`src/rtl/div_pkg.sv`:
```
// Shared definitions for the sequential restoring divider.
//   state_t   : FSM encoding (ST_IDLE, ST_RUN)
//   cnt_width : iteration counter width derived from the dividend width
package div_pkg;

   typedef enum logic {
      ST_IDLE = 1'b0,
      ST_RUN  = 1'b1
   } state_t;

   // Counter runs 0..n-1; never narrower than one bit.
   function automatic int cnt_width(input int n);
      return (n > 1) ? $clog2(n) : 1;
   endfunction

endpackage

```
`src/rtl/div_step.sv`:
```
// One restoring-division iteration (combinational).
//   r        in   D_WIDTH  partial remainder before the step
//   n_bit    in   1        next dividend bit shifted in at the LSB
//   divisor  in   D_WIDTH  divisor
//   r_next   out  D_WIDTH  partial remainder after the step
//   q_bit    out  1        quotient bit produced by the step
// The shifted value is D_WIDTH+1 bits wide, but only the compare needs its
// MSB: after a taken subtract the result fits in D_WIDTH bits, and for a
// zero divisor only the low bits are ever used again, so the subtraction is
// done modulo 2^D_WIDTH.
module div_step #(
   parameter int D_WIDTH = 32
) (
   input  logic [D_WIDTH-1:0] r,
   input  logic               n_bit,
   input  logic [D_WIDTH-1:0] divisor,
   output logic [D_WIDTH-1:0] r_next,
   output logic               q_bit
);

   logic [D_WIDTH:0] t;

   assign t      = {r, n_bit};
   assign q_bit  = (t >= {1'b0, divisor});
   assign r_next = q_bit ? (t[D_WIDTH-1:0] - divisor) : t[D_WIDTH-1:0];

endmodule

```
`src/rtl/seq_divider.sv`:
```
// Iterative unsigned restoring divider, one quotient bit per cycle,
// constant latency of N_WIDTH cycles from the accept edge to done.
//   clk, rst_n   clock, synchronous active-low reset
//   start        request, sampled only while idle
//   dividend     N_WIDTH operand, captured on accept
//   divisor      D_WIDTH operand, captured on accept
//   busy         operation in progress
//   done         one-cycle pulse when quotient/remainder update
//   quotient     N_WIDTH result, held until the next done
//   remainder    D_WIDTH result, held until the next done
//   div_by_zero  divisor of the presented result was zero
module seq_divider
   import div_pkg::*;
#(
   parameter int N_WIDTH = 64,
   parameter int D_WIDTH = 32
) (
   input  logic               clk,
   input  logic               rst_n,
   input  logic               start,
   input  logic [N_WIDTH-1:0] dividend,
   input  logic [D_WIDTH-1:0] divisor,
   output logic               busy,
   output logic               done,
   output logic [N_WIDTH-1:0] quotient,
   output logic [D_WIDTH-1:0] remainder,
   output logic               div_by_zero
);

   localparam int CNT_W = cnt_width(N_WIDTH);
   localparam logic [CNT_W-1:0] CNT_LAST = CNT_W'(N_WIDTH - 1);

   state_t             state, state_nxt;
   logic               accept, last;
   logic [CNT_W-1:0]   cnt;
   // Dividend and quotient share one shift register: each step consumes the
   // MSB and shifts the new quotient bit in at the LSB.
   logic [N_WIDTH-1:0] sreg;
   logic [N_WIDTH-1:0] sreg_nxt;
   logic [D_WIDTH-1:0] dvsr;
   logic [D_WIDTH-1:0] r, r_nxt;
   logic               q_bit;
   logic               dz_pend;

   div_step #(.D_WIDTH(D_WIDTH)) u_step (
      .r       (r),
      .n_bit   (sreg[N_WIDTH-1]),
      .divisor (dvsr),
      .r_next  (r_nxt),
      .q_bit   (q_bit)
   );

   assign sreg_nxt = {sreg[N_WIDTH-2:0], q_bit};
   assign busy     = (state == ST_RUN);

   always_comb begin
      state_nxt = state;
      accept    = 1'b0;
      last      = 1'b0;
      case (state)
         ST_IDLE: begin
            if (start) begin
               accept    = 1'b1;
               state_nxt = ST_RUN;
            end
         end
         ST_RUN: begin
            if (cnt == CNT_LAST) begin
               last      = 1'b1;
               state_nxt = ST_IDLE;
            end
         end
         default: state_nxt = ST_IDLE;
      endcase
   end

   always_ff @(posedge clk) begin
      if (!rst_n) state <= ST_IDLE;
      else        state <= state_nxt;
   end

   always_ff @(posedge clk) begin
      if (!rst_n) begin
         cnt         <= '0;
         sreg        <= '0;
         dvsr        <= '0;
         r           <= '0;
         dz_pend     <= 1'b0;
         done        <= 1'b0;
         quotient    <= '0;
         remainder   <= '0;
         div_by_zero <= 1'b0;
      end else begin
         done <= last;
         if (accept) begin
            sreg    <= dividend;
            dvsr    <= divisor;
            dz_pend <= (divisor == '0);
            r       <= '0;
            cnt     <= '0;
         end else if (state == ST_RUN) begin
            sreg <= sreg_nxt;
            r    <= r_nxt;
            cnt  <= cnt + 1'b1;
            // Outputs move only here, so they stay stable while busy.
            if (last) begin
               quotient    <= sreg_nxt;
               remainder   <= r_nxt;
               div_by_zero <= dz_pend;
            end
         end
      end
   end

endmodule

```
`config.mk`:
```
export PLATFORM = sky130hd
export DESIGN_NAME = seq_divider
export DESIGN_NICKNAME = d
export VERILOG_FILES = /design/src/rtl/div_pkg.sv /design/src/rtl/div_step.sv /design/src/rtl/seq_divider.sv
export SDC_FILE = /design/constraint.sdc
export NUM_CORES = 1
export LEC_CHECK = 0
export ABC_AREA = 1
export CORE_MARGIN = 2
export CORE_UTILIZATION = 29
export CTS_CLUSTER_DIAMETER = 100
export DETAILED_ROUTE_END_ITERATION = 7
export DONT_BUFFER_PORTS = 1
export PLACE_DENSITY = 0.43
export SYNTH_ARGS = -nofsm -noshare
export SYNTH_HDL_FRONTEND = slang
export SYNTH_SLANG_ARGS = --single-unit
export TNS_END_PERCENT = 10
```
`constraint.sdc`:
```
create_clock -name clk -period 1.9 [get_ports clk]
set_clock_uncertainty 0.2 [all_clocks]
set_input_delay 0.38 -clock clk [delete_from_list [all_inputs] [get_ports clk]]
set_output_delay 0.38 -clock clk [all_outputs]
set_load 0.01 [all_outputs]
```
After elaboration in Yosys (flattened, before gate mapping)
Index checks and enable logic that the tools add are counted.
{ "totals": {"word_cells": 30, "reg_bits": 234, "input_bits": 99, "out_inout_bits": 99} }
{ "classes": {"n_reduce_logical": 4, "muxes": 9, "n_eq_ne": 1, "bitwise": 3, "magnitude_cmp": 1, "n_addsub": 2} }
{ "op_table": {"columns": ["operator", "n"], "rows": [
  ["$mux 64", 2],
  ["$ge 33x32->1", 1],
  ["$logic_not 32->1", 1],
  ["$mux 32", 1],
  ["$sub 32x32->32", 1],
  ["$add 6x1->6 const B", 1],
  ["$eq 6x6->1 const B", 1],
  ["$mux 1", 5],
  ["$not 1->1", 3],
  ["$reduce_and 3->1", 1],
  ["$pmux 1 s2", 1],
  ["$reduce_bool 2->1", 1],
  ["$reduce_or 2->1", 1]
]} }

Logic depth before layout (Yosys ltp)
{ "depth": {"depth_word": 4, "ltp_mapped": 18, "ltp_nobuf": 16} }

Modules after synthesis
Synthesis repeated with hierarchy kept, for this count alone.
{ "hier_totals": {"hier_cells": 1837, "area_unflattened_um2": 12067.8} }
{ "by_module_without_submodules": {"columns": ["module", "cells_per_inst", "n_inst", "area_each_um2", "seq_area_each_um2"], "rows": [
  ["seq_divider", 1185, 1, 8878.5, 4684.5],
  ["div_step", 652, 1, 3189.3, 0.0]
]} }

Least setup slack after synthesis
No wires, ideal clock.
{ "synth_path": {"kind": "reg2reg", "start": "register dvsr[3]", "end": "register r[18]", "arrival_ps": 1777, "setup_slack_ps": -186, "period_less_slack_ps": 2086, "t_required_ps": 1591, "setup_ps": 109, "n_path_buf": 1, "stages_incl_launch_ff": 18, "cell_sequence": "dfxtp_1 > inv_1 > ha_1 > nand2_2 > inv_1 > nand2_1 > nand2_1 > nand2_1 > nand3_2 > nand2_1 > nand2_2 > nand2_4 > nand2_8 > buf_8 > nand2_1 > nand3_1 > nand2_1 > inv_1"} }
{ "synth_via": {"elab_chain_cells": 2} }
{ "synth_lines": {"columns": ["element", "line", "text"], "rows": [
  ["from (decl)", "seq_divider.sv:40", "logic [D_WIDTH-1:0] dvsr;"],
  ["from (signal assigned)", "seq_divider.sv:97", "dvsr <= divisor;"],
  ["$sub 32x32->32 / $ge 33x32->1 (equally long branches)", "div_step.sv:25, div_step.sv:24", null],
  ["$mux 32 *", "div_step.sv:25", "assign r_next = q_bit ? (t[D_WIDTH-1:0] - divisor) : t[D_WIDTH-1:0];"],
  ["to (signal assigned)", "seq_divider.sv:103", "r <= r_nxt;"],
  ["to (decl)", "seq_divider.sv:41", "logic [D_WIDTH-1:0] r, r_nxt;"]
]} }
Mark *: on every way between the ends. The rest lies on a longest branch, timed or not.
A chain may end at the register's enable or synchronous reset.

Final worst setup path
{ "layout_path": {"start": "register dvsr[25]", "end": "register r[3]"} }
{ "layout_via": {"elab_chain_cells": 2} }
{ "layout_lines": {"columns": ["element", "line", "text"], "rows": [
  ["$ge 33x32->1", "div_step.sv:24", "assign q_bit = (t >= {1'b0, divisor});"],
  ["$mux 32", "div_step.sv:25", null]
]} }
Every way passes these cells.

==> summary.txt <==
Logic synthesis
  • Number of flops mapped to enable cells by yosys: 0
  • Post-Synth XOR/XNOR Area: 1.028%
  • Simple-gate share of the synthesized area: 31.20%
  • Post-Synth Adder-Cell Area: 3.629%
  • YS warnings: 0
  • Mapped cell area: 11930 um2
  • Synth Net Count: ~1900
  • Post-synthesis instance total: 1808
  • Distinct cell type count after synthesis: 42
  • Seq/Total Area, Yosys: 39.27%
  • Post-synthesis mux area share: 0%
  • Flops & latches, synth: approximately 230
  • Mean Syn Cell Area: 6.597 um2
  • Main combinational cell family by area after synthesis: simple AND/OR/NAND/NOR gates
  • Post-synth ARST share: 0%
  • Synth Area in Compound Gates: 11.58%
  • Prevailing post-synth register cell: dfxtp_1

Die
  • Initial Utilization: 29.28%
  • Die Y: 206.8 um
  • Chip width: 206.8 um
  • Core area: 40740 um2
  • Num rows: 74
  • Area of the die: 42770 um2
  • Top-Level Pins: 198

Worst setup path
  • CP required: 2.17 ns
  • Reg2reg setup slack: -0.45 ns
  • Top cell by count, worst path: inv_2
  • CP max FO: 7
  • Critical Path Slowest Stage Cell: nor4_4
  • Crit Path Category: flip-flop to flip-flop
  • Worst setup SP type: flip-flop
  • Crit. End Element: flip-flop
  • CP Data Arrival Time: 2.62 ns
  • Crit-path cells: inv_2 > ha_4 > nand2_4 > nor2_4 > inv_2 > nor4_4 > nand2_8 > buf_12 > buf_16 > nand3_2 > nand3_1 > nand2_1 > inv_1
  • CP Buf/Inv Count: 5
  • Slowest stage delay, CP: 0.39 ns
  • CP delay by family, top: simple AND/OR/NAND/NOR gates

CTS
  • Skew-Pair Late Insertion Delay: 0.58 ns
  • Max Buffers Root-to-Sink: 3
  • CTS H-tree depth: 1
  • CTS buffer count: 28
  • CTS Sinks: 234
  • Root buf cell: clkbuf_16
  • CTS tree: yes
  • CTS clock-pin slew for the worst setup and hold paths: 0.06 ns

Detailed routing
  • Post-route ant nets: 0
  • DRC errors left: 0
  • DR vias: 11860
  • Vias per cell: 4.602
  • DR WL/cell: around 17 um
  • Wirelength, routed: approximately 43 mm
  • Starting DRT DRC Count: 707
  • Pre-antenna DRT Iters: 5

Power and ir drop
  • Maximum vdd ir drop: 0.0005610 V
  • PwrDens: roughly 940 nW/um2
  • Lkg Pwr: 0.008015 uW

Placed design
  • Placed cell area: 14330 um2
  • Placed cells: 2487
  • Dpl ws: -0.6558 ns
  • Final HPWL DP: 31.39 mm
  • Final GP Congestion: 0.8477
  • PortBufs: 0

GRT
  • Largest net degree at the start of global routing: 119
  • Total grt overflow: 0
  • Number of global-route vias before repair: 11210
  • Antenna violations before repair: 0
  • First-pass GRT wire length: 65.04 mm
  • Total GRT Usage: between 10% and 20%

Status
  • Status: finished with violations
  • Violated checks: hold timing, setup timing

Worst hold path
  • Min-Delay Path Class: primary input to flip-flop

Layout
  • Final Cell Area: 16620 um2
  • Layout cells sized above 1: between 20% and 30%
  • Layout Nets: 2157
  • Fillers: 4347
  • Area grow syn2layout: 39.31%
  • Antenna cells: 0
  • Final Instance Count excl. Fillers: between 2000 and 3000

Timing
  • Crit share post-route: 123.8%
  • Pins Over Slew Limit: 0
  • Final hold viol count: 114
  • Final setup fails: 67
  • RSZ-0062 raised after global routing: true
  • Fin Hold WS: -0.2812 ns
  • Worst-margin pin slew: 0.4470 ns
  • Crit path time final: 2.352 ns
  • Fmax: 425.2 MHz
  • Relative slew slack: ~70%
  • Slack of the critical path: -0.4517 ns

Job
  • Maxcap violations: 0
## state kept, by name (all words and copies together), names as in the netlist
name / cells
div_by_zero: 1
dvsr: 32
done: 1
dz_pend: 1
remainder: 32
r: 32
cnt: 6
busy: 1
sreg: 64
quotient: 64
## power by group
part,switching [uW],internal (uW)
Clock,2240,3230
Sequential,136,5110
Combinational,2760,2170
## path summary, 6_finish.rpt
check | start | endpoint | cells past startpoint
worst min register to register | cnt[5]$_SDFFE_PP0P_ | cnt[5]$_SDFFE_PP0P_ | 2
worst min-delay path | rst_n | sreg[35]$_SDFFE_PN0P_ | 2
worst max register to register | dvsr[25]$_SDFFE_PN0P_ | r[3]$_SDFFE_PP0P_ | 13
worst max-delay path | dvsr[25]$_SDFFE_PN0P_ | r[3]$_SDFFE_PP0P_ | 13
## timing repair
item	4_1_cts	5_1_grt
cloned	2	1
setup buffers	10	14
gates resized for setup	146	133
hold buffers	11	1
endpoints found under the setup margin	83	133
hold endpoints to repair	125	116
pin swaps	10	43
## stage by stage
step	power [uW]	util, %	TNS [ns]
after floorplan	7584	-	-8.850
after global placement	9364	35.18	-35.37
after detailed placement	9370	35.18	-35.70
after CTS	15410	39.42	-25.54
after global routing	16540	40.79	-32.15
final	15650	40.79	-25.24
## final cells by class
type	instances	area (um2)	share of cell area, %
inverters	329	1236	7.440
clock buffers	41	809.5	4.872
clock inverters	11	136.4	0.8208
repair buffers	264	2295	13.81
flip-flops and latches	234	4736	28.50
well taps	532	665.6	4.006
multi-input cells	1167	6738	40.55
## routing by layer
layer | vias to the layer above | wire [um] | track usage (%)
met3 | 49 | 2486 | 3.344
met4 | 0 | 851 | 4.863
met1 | 5460 | 20420 | 27.42
met5 | - | 0 | 0
li1 | 6098 | - | -
met2 | 256 | 19510 | 31.81
## cell families (layout without fill, tap and decap cells)
kind of cell | count (synthesis) | in the layout
flops | 234 | 234
buf+inv | 408 | 645
xor+xnor | 14 | 14
fa+ha+maj | 34 | 34
compound gates | 233 | 233
simple gates | 885 | 886
## cells in the final DEF, fill, tap and decap left out, drive strengths merged
cell | synthesis | layout
o22ai | 1 | 1
a211oi | 1 | 1
nor4 | 7 | 7
ha | 33 | 33
inv | 327 | 327
nor2 | 115 | 115
dfxtp | 234 | 234
xnor2 | 1 | 1
clkinv | 2 | 10
fa | 1 | 1
and2 | 8 | 8
a21o | 1 | 1
clkinvlp | 0 | 1
o21a | 1 | 1
a31oi | 22 | 22
nand3b | 4 | 4
clkbuf | 51 | 42
nor3b | 3 | 3
o221ai | 35 | 35
nand4 | 12 | 12
a21oi | 55 | 55
nor3 | 7 | 7
o21ai | 104 | 104
dlygate4sd3 | 0 | 12
xor2 | 13 | 13
o21bai | 1 | 1
nand3 | 136 | 136
and3 | 2 | 2
buf | 28 | 251
nand2 | 591 | 592
bufinv | 0 | 2
a22o | 12 | 12
## cell usage after synthesis, drive strengths merged, types with 8 or more instances
master  number  area (um2)
a21oi       55       275.3
a22o        12       105.1
a31oi       22       137.6
and2         8       50.05
buf         28       158.9
clkbuf      51       191.4
dfxtp      234        4684
ha          33       412.9
inv        327        1227
nand2      591        2252
nand3      136       720.7
nand4       12       75.07
nor2       115       464.2
o21ai      104       520.5
o221ai      35       306.5
xor2        13       113.9
(Power assumes the default switching activity.)
